[src/rtl/johnson_seq_ctrl_if.sv]
// johnson_seq_ctrl_if: control/status bundle for the Johnson sequencer (JSEQ_PRELOAD_EN adds preload).
interface johnson_seq_ctrl_if #(parameter int MAXW = 8);
    logic            cfg_valid;
    logic [3:0]      cfg_len;
    logic            cfg_ready;
    logic            start;
    logic            stop;
    logic [MAXW-1:0] q;
    logic [4:0]      phase;
    logic            tick;
    logic            busy;
    logic            err;
`ifdef JSEQ_PRELOAD_EN
    logic            pre_valid;
    logic [MAXW-1:0] pre_val;
    modport master (output cfg_valid, cfg_len, start, stop, pre_valid, pre_val,
                    input cfg_ready, q, phase, tick, busy, err);
    modport slave  (input cfg_valid, cfg_len, start, stop, pre_valid, pre_val,
                    output cfg_ready, q, phase, tick, busy, err);
`else
    modport master (output cfg_valid, cfg_len, start, stop,
                    input cfg_ready, q, phase, tick, busy, err);
    modport slave  (input cfg_valid, cfg_len, start, stop,
                    output cfg_ready, q, phase, tick, busy, err);
`endif
endinterface

[src/rtl/johnson_seq_ctrl.sv]
// johnson_seq_ctrl: variable-length Johnson counter sequencer with lock-up recovery (JSEQ_PRELOAD_EN adds preload).
module johnson_seq_ctrl #(parameter int MAXW = 8) (
    input logic              clk,
    input logic              rst,
    johnson_seq_ctrl_if.slave bus
);
    typedef enum logic [1:0] {IDLE, RUN, STOPPING} state_t;
    state_t          state, state_n;
    logic [3:0]      len, len_n;
    logic [MAXW-1:0] q_r, mask, mask_n, qc, qs, start_q;
    logic [4:0]      ph_r, ph_end;
    logic            err_r, active, last, illegal, cfg_acc, cfg_ok, go, top;
    assign active  = state != IDLE;
    assign cfg_acc = state == IDLE && bus.cfg_valid;
    assign cfg_ok  = bus.cfg_len != 4'd0 && bus.cfg_len <= 4'(MAXW);
    assign go      = state == IDLE && bus.start && !bus.stop;
    assign len_n   = (cfg_acc && cfg_ok) ? bus.cfg_len : len;
    assign mask    = MAXW'((32'd1 << len) - 32'd1);
    assign mask_n  = MAXW'((32'd1 << len_n) - 32'd1);
    assign qc      = ~q_r & mask;
    // a legal pattern is a run of ones from bit 0, or the len-bit complement of one
    assign illegal = ((q_r & (q_r + MAXW'(1))) != '0) && ((qc & (qc + MAXW'(1))) != '0);
    assign top     = |(q_r & mask & ~(mask >> 1));
    assign qs      = {q_r[MAXW-2:0], ~top} & mask;
    assign ph_end  = {len, 1'b0} - 5'd1;
    assign last    = ph_r == ph_end;
`ifdef JSEQ_PRELOAD_EN
    logic [MAXW-1:0] pre_q;
    assign start_q = (bus.pre_valid ? bus.pre_val : pre_q) & mask_n;
    // one-shot preload register, consumed by the next start
    always_ff @(posedge clk)
        if (rst || go) pre_q <= '0;
        else if (state == IDLE && bus.pre_valid) pre_q <= bus.pre_val & mask_n;
`else
    assign start_q = '0;
`endif
    // state register
    always_ff @(posedge clk)
        state <= rst ? IDLE : state_n;
    // next state; lock-up recovery holds the state, stop only exits on the period's last phase
    always_comb begin
        state_n = state;
        unique case (state)
            IDLE:     state_n = go ? RUN : IDLE;
            RUN:      state_n = (illegal || !bus.stop) ? RUN : last ? IDLE : STOPPING;
            STOPPING: state_n = (!illegal && last) ? IDLE : STOPPING;
            default:  state_n = IDLE;
        endcase
    end
    // counter, phase, length and error pulse
    always_ff @(posedge clk)
        if (rst) begin
            q_r   <= '0;
            ph_r  <= '0;
            len   <= 4'(MAXW);
            err_r <= 1'b0;
        end else begin
            err_r <= (cfg_acc && !cfg_ok) || (active && illegal);
            len   <= len_n;
            if (!active) begin
                q_r  <= go ? start_q : '0;
                ph_r <= '0;
            end else if (illegal || state_n == IDLE) begin
                q_r  <= '0;
                ph_r <= '0;
            end else begin
                q_r  <= qs;
                ph_r <= last ? 5'd0 : ph_r + 5'd1;
            end
        end
    // status outputs
    always_comb begin
        bus.q         = q_r;
        bus.phase     = ph_r;
        bus.err       = err_r;
        bus.busy      = active;
        bus.cfg_ready = !active;
        bus.tick      = active && last;
    end
endmodule
[src/flat_wrapper.sv]
// flat-port wrapper written by rule: the top's interface ports become plain ports
module johnson_seq_ctrl_flat 
#(parameter int MAXW = 8)
  (clk, rst, bus_cfg_valid, bus_cfg_len, bus_start, bus_stop, bus_cfg_ready, bus_q, bus_phase, bus_tick, bus_busy, bus_err);
  johnson_seq_ctrl_if #(.MAXW(MAXW)) bus_i ();
  input logic clk;
  input logic rst;
  input wire logic [$bits(bus_i.cfg_valid)-1:0] bus_cfg_valid;
  input wire logic [$bits(bus_i.cfg_len)-1:0] bus_cfg_len;
  input wire logic [$bits(bus_i.start)-1:0] bus_start;
  input wire logic [$bits(bus_i.stop)-1:0] bus_stop;
  output wire logic [$bits(bus_i.cfg_ready)-1:0] bus_cfg_ready;
  output wire logic [$bits(bus_i.q)-1:0] bus_q;
  output wire logic [$bits(bus_i.phase)-1:0] bus_phase;
  output wire logic [$bits(bus_i.tick)-1:0] bus_tick;
  output wire logic [$bits(bus_i.busy)-1:0] bus_busy;
  output wire logic [$bits(bus_i.err)-1:0] bus_err;
  assign bus_i.cfg_valid = bus_cfg_valid;
  assign bus_i.cfg_len = bus_cfg_len;
  assign bus_i.start = bus_start;
  assign bus_i.stop = bus_stop;
  assign bus_cfg_ready = bus_i.cfg_ready;
  assign bus_q = bus_i.q;
  assign bus_phase = bus_i.phase;
  assign bus_tick = bus_i.tick;
  assign bus_busy = bus_i.busy;
  assign bus_err = bus_i.err;
  johnson_seq_ctrl #(.MAXW(MAXW)) u_core (.clk(clk), .rst(rst), .bus(bus_i));
endmodule
[config.mk]
export PLATFORM = sky130hd
export DESIGN_NAME = johnson_seq_ctrl_flat
export DESIGN_NICKNAME = d
export VERILOG_FILES = /design/src/rtl/johnson_seq_ctrl_if.sv /design/src/rtl/johnson_seq_ctrl.sv /design/src/flat_wrapper.sv
export SDC_FILE = /design/constraint.sdc
export NUM_CORES = 1
export LEC_CHECK = 0
export ABC_CLOCK_PERIOD_IN_PS = 5400
export BUFFER_PORTS_ARGS = -buffer_cell sky130_fd_sc_hd__buf_4
export CAP_MARGIN = 10
export CELL_PAD_IN_SITES_DETAIL_PLACEMENT = 0
export CELL_PAD_IN_SITES_GLOBAL_PLACEMENT = 2
export CORE_UTILIZATION = 35
export DETAILED_ROUTE_END_ITERATION = 10
export GPL_TIMING_DRIVEN = 0
export HOLD_SLACK_MARGIN = 0.1
export PLACE_DENSITY_LB_ADDON = 0.1
export SLEW_MARGIN = 20
export SYNTH_ARGS = -nofsm -noshare
export SYNTH_HDL_FRONTEND = slang
export SYNTH_SLANG_ARGS = --single-unit
[constraint.sdc]
create_clock -name clk -period 5.4 [get_ports clk]
set_input_delay 0 -clock clk [delete_from_list [all_inputs] [get_ports clk]]
set_output_delay 0 -clock clk [all_outputs]
set_load 0.02 [all_outputs]
==> results.md, run 1 <==
* Tot Pwr at 0.3801 mW
* Area of the mapped netlist at 1415 um2
* Antenna fix cells at 0
* Post-synthesis register bit count at 20
* Number of placed instances with taps included at 241
* Initial core utilization at 0.3752
* Total length of routed wires at 3.466 mm
* Die extent in x at 65.59 um
* Clock buffer depth at 2
* Placer congestion estimate at 0.7963
* Total global routing overflow at 0
* DRC viols at 0
* Clock transition at the registers of the reported paths at 80 ps
* CP startpoint kind: register
* Largest net degree at the start of global routing at 12
* EDFF count, synth at 0
* First-pass GRT wire length at 5.754 mm
* Number of global-route vias before repair at 1243
* Clk Tree Root Cell: sky130_fd_sc_hd__clkbuf_8
* Setup-violating endpoint count in the final report at 0
* Vertical die dimension at 65.59 um
* Cell class contributing the biggest share of worst-path delay: simple AND/OR/NAND/NOR gates
* Type of the worst min-delay path: in -> reg
* Final min period at 4004 ps
* Cell types with the largest area share after synthesis: sky130_fd_sc_hd__dfxtp_1 28%, sky130_fd_sc_hd__nor2_1 6.4%, sky130_fd_sc_hd__ha_1 6.2%, sky130_fd_sc_hd__xnor2_1 5.0%, sky130_fd_sc_hd__nand3_1 3.2%
* Max Cap Violations at 0
* Total buffers and inverters traversed by the critical path at 4
* Post-route insts no fill at 254
* Post-route fraction of the period consumed by the critical path at 0.7416
* Num rows at 22
* Number of clock sinks at 20
* Pins over their slew limit at 0
* Overall via count from detail_route at 1356
* Dominant cell type by area after synthesis: sky130_fd_sc_hd__dfxtp_1
* Maximum vdd ir drop at 100.1 uV
* Async S/R FF share, synth at 0
* F_max at 0.2497 GHz
* HPWL after DPL at 2.639 mm
* Proportion of netlist area held by the largest area contributor at 0.2829
* Cts bufs inserted at 3
* Worst-Skew Late Latency at 260 ps
* Die outline area at 4301 um2
* Initial antenna violation count at 0
* Start-to-end type of the worst setup path: reg -> reg
* Sequential element share of the synthesized area at 0.2829
* Synth warnings at 0
* Vias per cell at 5.339
* Share of layout cells above drive strength 1 at 0.2427
* Count of pins on the block boundary at 26
* IO Port Bufs at 25
* Number of levels in the clock H-tree at 1
* Delay of the slowest critical-path stage at 570 ps
* Filler cell count in the final layout at 376
* Areal power density over the cells at 210.2 nW/um2
* Post-placement worst setup slack at 1622 ps
* Post-Syn Area per Cell at 8.423 um2
* Required time of the worst setup path at 5550 ps
* Data arrival time at the worst-slack endpoint at 4160 ps
* Slowest cell on the critical path: sky130_fd_sc_hd__dlygate4sd3_1
* Overall fraction of global-route tracks in use at 0.1752
* Unrepaired setup endpoints after global routing: false
* Prevailing post-synth register cell: sky130_fd_sc_hd__dfxtp_1
* Synth-to-layout area growth at 27.76%
* Ordered list of cells on the worst path: inv_1 -> ha_1 -> buf_6 -> nor3b_1 -> inv_1 -> ha_1 -> or4_1 -> a2111o_1 -> o41ai_4 -> a31oi_4 -> nor2_1 -> nor4_1 -> dlygate4sd3_1
* Detailed Route Iter0 Violations at 78
* Worst hold margin at 132.0 ps
* Count of unique library cells instantiated by Yosys at 46
* Number of standard cells after synthesis at 168
* Worst relative slew slack at 0.5925
* Transition time at the pin with the least slew margin at 607.6 ps
* Cts repair resizes at 0
* Post-Syn Nets at 184
* Area taken by multi-input logic gates at 932.1 um2
* Leak pwr at 0.7755 nW
* Antenna violation net count after detailed routing at 0
* Result of the run: finished, final reports clean
* Final setup slack of the worst path at 1396 ps
* TNS Setup at 0 ps
* Core box area at 3771 um2
* Hold violation total from the final report at 0
* Storage element area at 400.4 um2
* Type of destination of the critical path: register
* Detailed-router iteration count before antenna repair at 4
* Worst-path maximum fanout at 10
* TritonCTS clock tree: built
* Routed WL per cell at 13.65 um
* Nets at 223
* Clock skew at 1.759 ps
power breakdown:
part	switching [mW]	internal, mW
combinational	0.0575	0.0497
sequential	0.00385	0.151
clock	0.0533	0.0650
total	0.115	0.265
state kept, by name, summed over array words and instances (netlist names):
| signal | flops |
|---|---|
| u_core.state | 2 |
| u_core.len | 4 |
| u_core.bus.q | 8 |
| u_core.bus.err | 1 |
| u_core.bus.phase | 5 |
worst register-to-register path: cells and delay by family, from the launching register on:
kind                     cells  cell delay (ps)
AND/OR/NAND/NOR              4             1130
AO/OA/AOI/OAI                3              950
adder cells (fa/ha/maj)      2              510
flip-flops                   1              390
buffers and inverters        4              910
cell usage after synthesis, types with 3 or more instances:
cell,number
sky130_fd_sc_hd__nor2_1,24
sky130_fd_sc_hd__inv_1,12
sky130_fd_sc_hd__ha_1,7
sky130_fd_sc_hd__xor2_1,4
sky130_fd_sc_hd__o21ai_0,5
sky130_fd_sc_hd__dfxtp_1,20
sky130_fd_sc_hd__nand2_1,5
sky130_fd_sc_hd__and3_1,6
sky130_fd_sc_hd__a221oi_1,3
sky130_fd_sc_hd__or2_2,3
sky130_fd_sc_hd__nor3_1,4
sky130_fd_sc_hd__a21oi_1,7
sky130_fd_sc_hd__buf_6,3
sky130_fd_sc_hd__nor3b_1,3
sky130_fd_sc_hd__mux2i_1,3
sky130_fd_sc_hd__nor4_1,3
sky130_fd_sc_hd__nand3_1,9
sky130_fd_sc_hd__xnor2_1,8
sky130_fd_sc_hd__or4_1,3
through the flow:
stage	utilization	instance area, um2
after floorplan	-	1415
after global placement	0.4409	1663
after detailed placement	0.4409	1663
after CTS	0.4794	1808
after global routing	0.4794	1808
final	0.4794	1808
kinds of logic after synthesis:
logic type / Yosys count / share of synthesized area
AND/OR/NAND/NOR: 76 / 0.3015
buffers and inverters: 16 / 0.05835
XOR/XNOR: 12 / 0.07427
adder cells (fa/ha/maj): 7 / 0.06189
flip-flops: 20 / 0.2829
multiplexers: 4 / 0.02918
AO/OA/AOI/OAI: 33 / 0.1919
routing by layer:
| metal | GRT usage | vias up | wire (um) |
|---|---|---|---|
| li1 | - | 690 | - |
| met1 | 0.2348 | 628 | 1695 |
| met2 | 0.2719 | 32 | 1578 |
| met3 | 0.03125 | 6 | 129 |
| met4 | 0.07609 | 0 | 63 |
| met5 | 0 | - | 0 |
path summary, 6_finish.rpt:
path	start	to	slack, ps	cells after the start
min reg2reg	u_core.bus.phase[0]$_SDFF_PP0_	u_core.bus.phase[0]$_SDFF_PP0_	520	1
max	u_core.len[0]$_SDFFE_PP0P_	u_core.state[0]$_SDFF_PP0_	1400	13
min	bus_cfg_valid	u_core.bus.err$_SDFF_PP0_	130	4
max reg2reg	u_core.len[0]$_SDFFE_PP0P_	u_core.state[0]$_SDFF_PP0_	1400	13
layout make-up:
cell class,instances,area share
multi-input cells,132,0.5156
flip-flops and latches,20,0.2215
repair buffers,34,0.1536
well taps,48,0.03322
clock buffers,4,0.03045
inverters,12,0.02491
plain buffers,4,0.02076
cells in the final DEF (no fill, tap or decap), types with 6 or more instances in the layout:
cell and n:
sky130_fd_sc_hd__dfxtp_1 20, sky130_fd_sc_hd__nand3_1 9, sky130_fd_sc_hd__nor2_1 24, sky130_fd_sc_hd__inv_1 12, sky130_fd_sc_hd__xnor2_1 8, sky130_fd_sc_hd__buf_4 25
sky130_fd_sc_hd__and3_1 6, sky130_fd_sc_hd__dlygate4sd3_1 9, sky130_fd_sc_hd__a21oi_1 7, sky130_fd_sc_hd__ha_1 7
repair_timing:
| item | in CTS | in global routing |
|---|---|---|
| hold buffers | 9 | 0 |
| setup buffers | 0 | 0 |
| endpoints found under the hold margin | 9 | 0 |
| endpoints found under the setup margin | 0 | 0 |
No activity file was read; power rests on OpenSTA's default activity.
==> run 2: changes to the inputs <==
ABC_CLOCK_PERIOD_IN_PS = 4200   (was 5400)
CORE_UTILIZATION = 32   (was 35)
clock period = 4.2 ns   (was 5.4 ns; I/O delays follow)
==> run 2 against run 1 <==
Effect of this change: sequential cell count unchanged; sequential share of layout area decreased by 0.17 points; cell count increased by 0.39%; clock power increased by 65%; critical path type unchanged; critical path depth unchanged; non-clock buffer count decreased by 1; setup slack got worse by 1000 ps; clock skew increased by 6.1 ps; sequential power increased by 28%; largest power group unchanged; register-to-register slack got worse by 1000 ps; fmax increased by 4.9%; design area increased by 0.76%.
==> results.md, run 2 (synthesized netlist as in run 1, its figures left out) <==
* Result of the run: finished, final reports clean
* Startpoint of the lowest-slack register-to-register path: u_core.len[0]$_SDFFE_PP0P_
* Post-route fraction of the period consumed by the critical path at 0.9090 (+0.1675)
* Clock share of power at 0.367 (+0.056)
* First-pass GRT wire length at 5.823 mm (+1.2%)
* TritonCTS clock tree: built
* Initial antenna violation count at 0 (unchanged)
* Num rows at 23 (+4.5%)
* Routed WL per cell at 14.05 um (+3.0%)
* HPWL after DPL at 2.751 mm (+4.2%)
* Most common library cell in the layout ignoring fill and taps: sky130_fd_sc_hd__buf_4
* Origin of the worst setup path: u_core.len[0]$_SDFFE_PP0P_
* Die outline area at 4692 um2 (+9.1%)
* Count of pins on the block boundary at 26 (unchanged)
* Vertical die dimension at 68.50 um (+4.4%)
* Setup-violating endpoint count in the final report at 0 (unchanged)
* TNS Setup at 0 ps (unchanged)
* Pins over their slew limit at 0 (unchanged)
* Worst reg2reg path endpoint: u_core.state[0]$_SDFF_PP0_
* Type of the worst min-delay path: in -> reg
* Unrepaired setup endpoints after global routing: false
* Number of clock sinks at 20 (unchanged)
* Cts bufs inserted at 3 (unchanged)
* Total length of routed wires at 3.584 mm (+3.4%)
* IO Port Bufs at 25 (unchanged)
* Number of global-route vias before repair at 1235 (-0.64%)
* Hold path endpoint: u_core.bus.err$_SDFF_PP0_
* Internal power consumption at 0.3848 mW (+45%)
* Post-route insts no fill at 255 (+0.39%)
* Data arrival time at the worst-slack endpoint at 3970 ps (-190 ps)
* Number of placed instances with taps included at 243 (+0.83%)
* Final min period at 3818 ps (-186.5 ps)
* CP startpoint kind: register
* Leak pwr at 0.7816 nW (+0.79%)
* Placer congestion estimate at 0.8008 (+0.57%)
* Filler cell count in the final layout at 419 (+11%)
* Hold path depth at 4 (unchanged)
* Clock buffer depth at 2 (unchanged)
* Initial core utilization at 0.3439 (-0.03138)
* Overall fraction of global-route tracks in use at 0.1683 (-0.006830)
* Detailed-router iteration count before antenna repair at 4 (unchanged)
* Flip-flop count of the largest register after layout at 8 (unchanged)
* Core box area at 4115 um2 (+9.1%)
* Vias per cell at 5.192 (-2.7%)
* Part of the total power dissipated in combinational logic at 0.259 (-0.023)
* Startpoint of the lowest-slack hold path: bus_cfg_valid
* Worst-Skew Late Latency at 260 ps (about the same)
* Maximum vdd ir drop at 166.3 uV (+66%)
* Antenna fix cells at 0 (unchanged)
* Antenna violation net count after detailed routing at 0 (unchanged)
* Max Cap Violations at 0 (unchanged)
* Sw frac at 0.2764 (-0.02520)
* Clock transition at the registers of the reported paths at 80 ps (about the same)
* Share of layout cells above drive strength 1 at 0.2488 (+0.006062)
* Clk Tree Root Cell: sky130_fd_sc_hd__clkbuf_8
* Total global routing overflow at 0 (unchanged)
* Synth-to-layout area growth at 28.74%
* Nets at 222 (-0.45%)
* Transition time at the pin with the least slew margin at 736.7 ps (+129.1 ps)
* Worst relative slew slack at 0.5059 (-0.08662)
* Detailed Route Iter0 Violations at 58 (-26%)
* Overall via count from detail_route at 1324 (-2.4%)
* Die extent in x at 68.50 um (+4.4%)
* Start-to-end type of the worst setup path: reg -> reg
* Register-to-register setup slack at 380 ps (-1010 ps)
* Most used cells in the layout excluding fill and tap cells: 25 x sky130_fd_sc_hd__buf_4, 24 x sky130_fd_sc_hd__nor2_1, 20 x sky130_fd_sc_hd__dfxtp_1
* DRC viols at 0 (unchanged)
* Largest net degree at the start of global routing at 13 (+1)
* Clock skew at 7.845 ps (+6.086 ps)
* Number of cell instances on the worst register-to-register path at 13 (unchanged)
* Number of levels in the clock H-tree at 1 (unchanged)
* Required time of the worst setup path at 4350 ps (-1200 ps)
* F_max at 0.2619 GHz (+4.9%)
* Switching pwr at 0.1470 mW (+28%)
* Hold violation total from the final report at 0 (unchanged)
* Worst-path maximum fanout at 10 (unchanged)
* Share of total power in sequential cells at 0.374 (-0.033)
* Areal power density over the cells at 291.9 nW/um2 (+39%)
* Type of destination of the critical path: register
run 2: area by class of cell:
type / instances / area, um2 / area share
Clock inverter: 1 / 30.03 / 0.01648
Buffer: 4 / 37.54 / 0.02060
Timing Repair Buffer: 33 / 267.8 / 0.1470
Tap cell: 50 / 62.56 / 0.03434
Inverter: 12 / 45.04 / 0.02473
Multi-Input combinational cell: 132 / 937.1 / 0.5144
Clock buffer: 3 / 41.29 / 0.02266
Sequential cell: 20 / 400.4 / 0.2198
run 2: critical path: stages, from the launching register on:
cell,delay (ps)
sky130_fd_sc_hd__dfxtp_1,370
sky130_fd_sc_hd__inv_1,130
sky130_fd_sc_hd__ha_1,180
sky130_fd_sc_hd__buf_6,130
sky130_fd_sc_hd__nor3b_2,270
sky130_fd_sc_hd__inv_1,80
sky130_fd_sc_hd__ha_1,350
sky130_fd_sc_hd__or4_1,510
sky130_fd_sc_hd__a2111o_1,360
sky130_fd_sc_hd__o41ai_4,420
sky130_fd_sc_hd__a31oi_4,170
sky130_fd_sc_hd__nor2_1,110
sky130_fd_sc_hd__nor4_1,60
sky130_fd_sc_hd__dlygate4sd3_1,580
run 2: how the worst max path moves through the flow:
stage                                           endpoint  slack, ps  depth (start not counted)
after floorplan           u_core.bus.phase[2]$_SDFF_PP0_        820                         12
after global placement    u_core.bus.phase[2]$_SDFF_PP0_        360                         12
after detailed placement  u_core.bus.phase[4]$_SDFF_PP0_        340                         12
after CTS                     u_core.state[0]$_SDFF_PP0_        210                         13
after global routing          u_core.state[0]$_SDFF_PP0_        170                         13
final                         u_core.state[0]$_SDFF_PP0_        380                         13
run 2: stage by stage:
step	area (um2)	setup WS (ps)	total power, mW	hold slack (ps)	utilization
2_1_floorplan	1415	821.5	0.3019	143.9	-
3_3_place_gp	1665	360.1	0.3323	243.9	0.4047
3_5_place_dp	1665	336.5	0.3335	249.2	0.4047
4_1_cts	1817	209.2	0.5366	109.2	0.4415
5_1_grt	1822	167.3	0.5604	128.8	0.4427
6_report	1822	382.0	0.5317	119.0	0.4427
run 2: layer usage:
metal | global-route usage | share of wire
met2 | 0.2745 | 0.47
met5 | 0 | 0
met1 | 0.2275 | 0.49
met3 | 0.03125 | 0.032
met4 | 0.03906 | 0.0098
run 2: power groups by stage:
stage | Combinational (mW) | Sequential (mW) | Clock (mW)
finish | 0.138 | 0.199 | 0.195
floorplan | 0.0983 | 0.204 | 0
global placement | 0.129 | 0.203 | 0
global route | 0.151 | 0.200 | 0.210
detailed placement | 0.130 | 0.203 | 0
CTS | 0.137 | 0.199 | 0.201
run 2: what timing repair did:
| item | CTS | global route |
|---|---|---|
| gates resized for setup | 0 | 1 |
| endpoints found under the setup margin | 0 | 1 |
| buffers inserted | 0 | 0 |
| hold endpoints to repair | 9 | 0 |
| hold buffers | 8 | 0 |
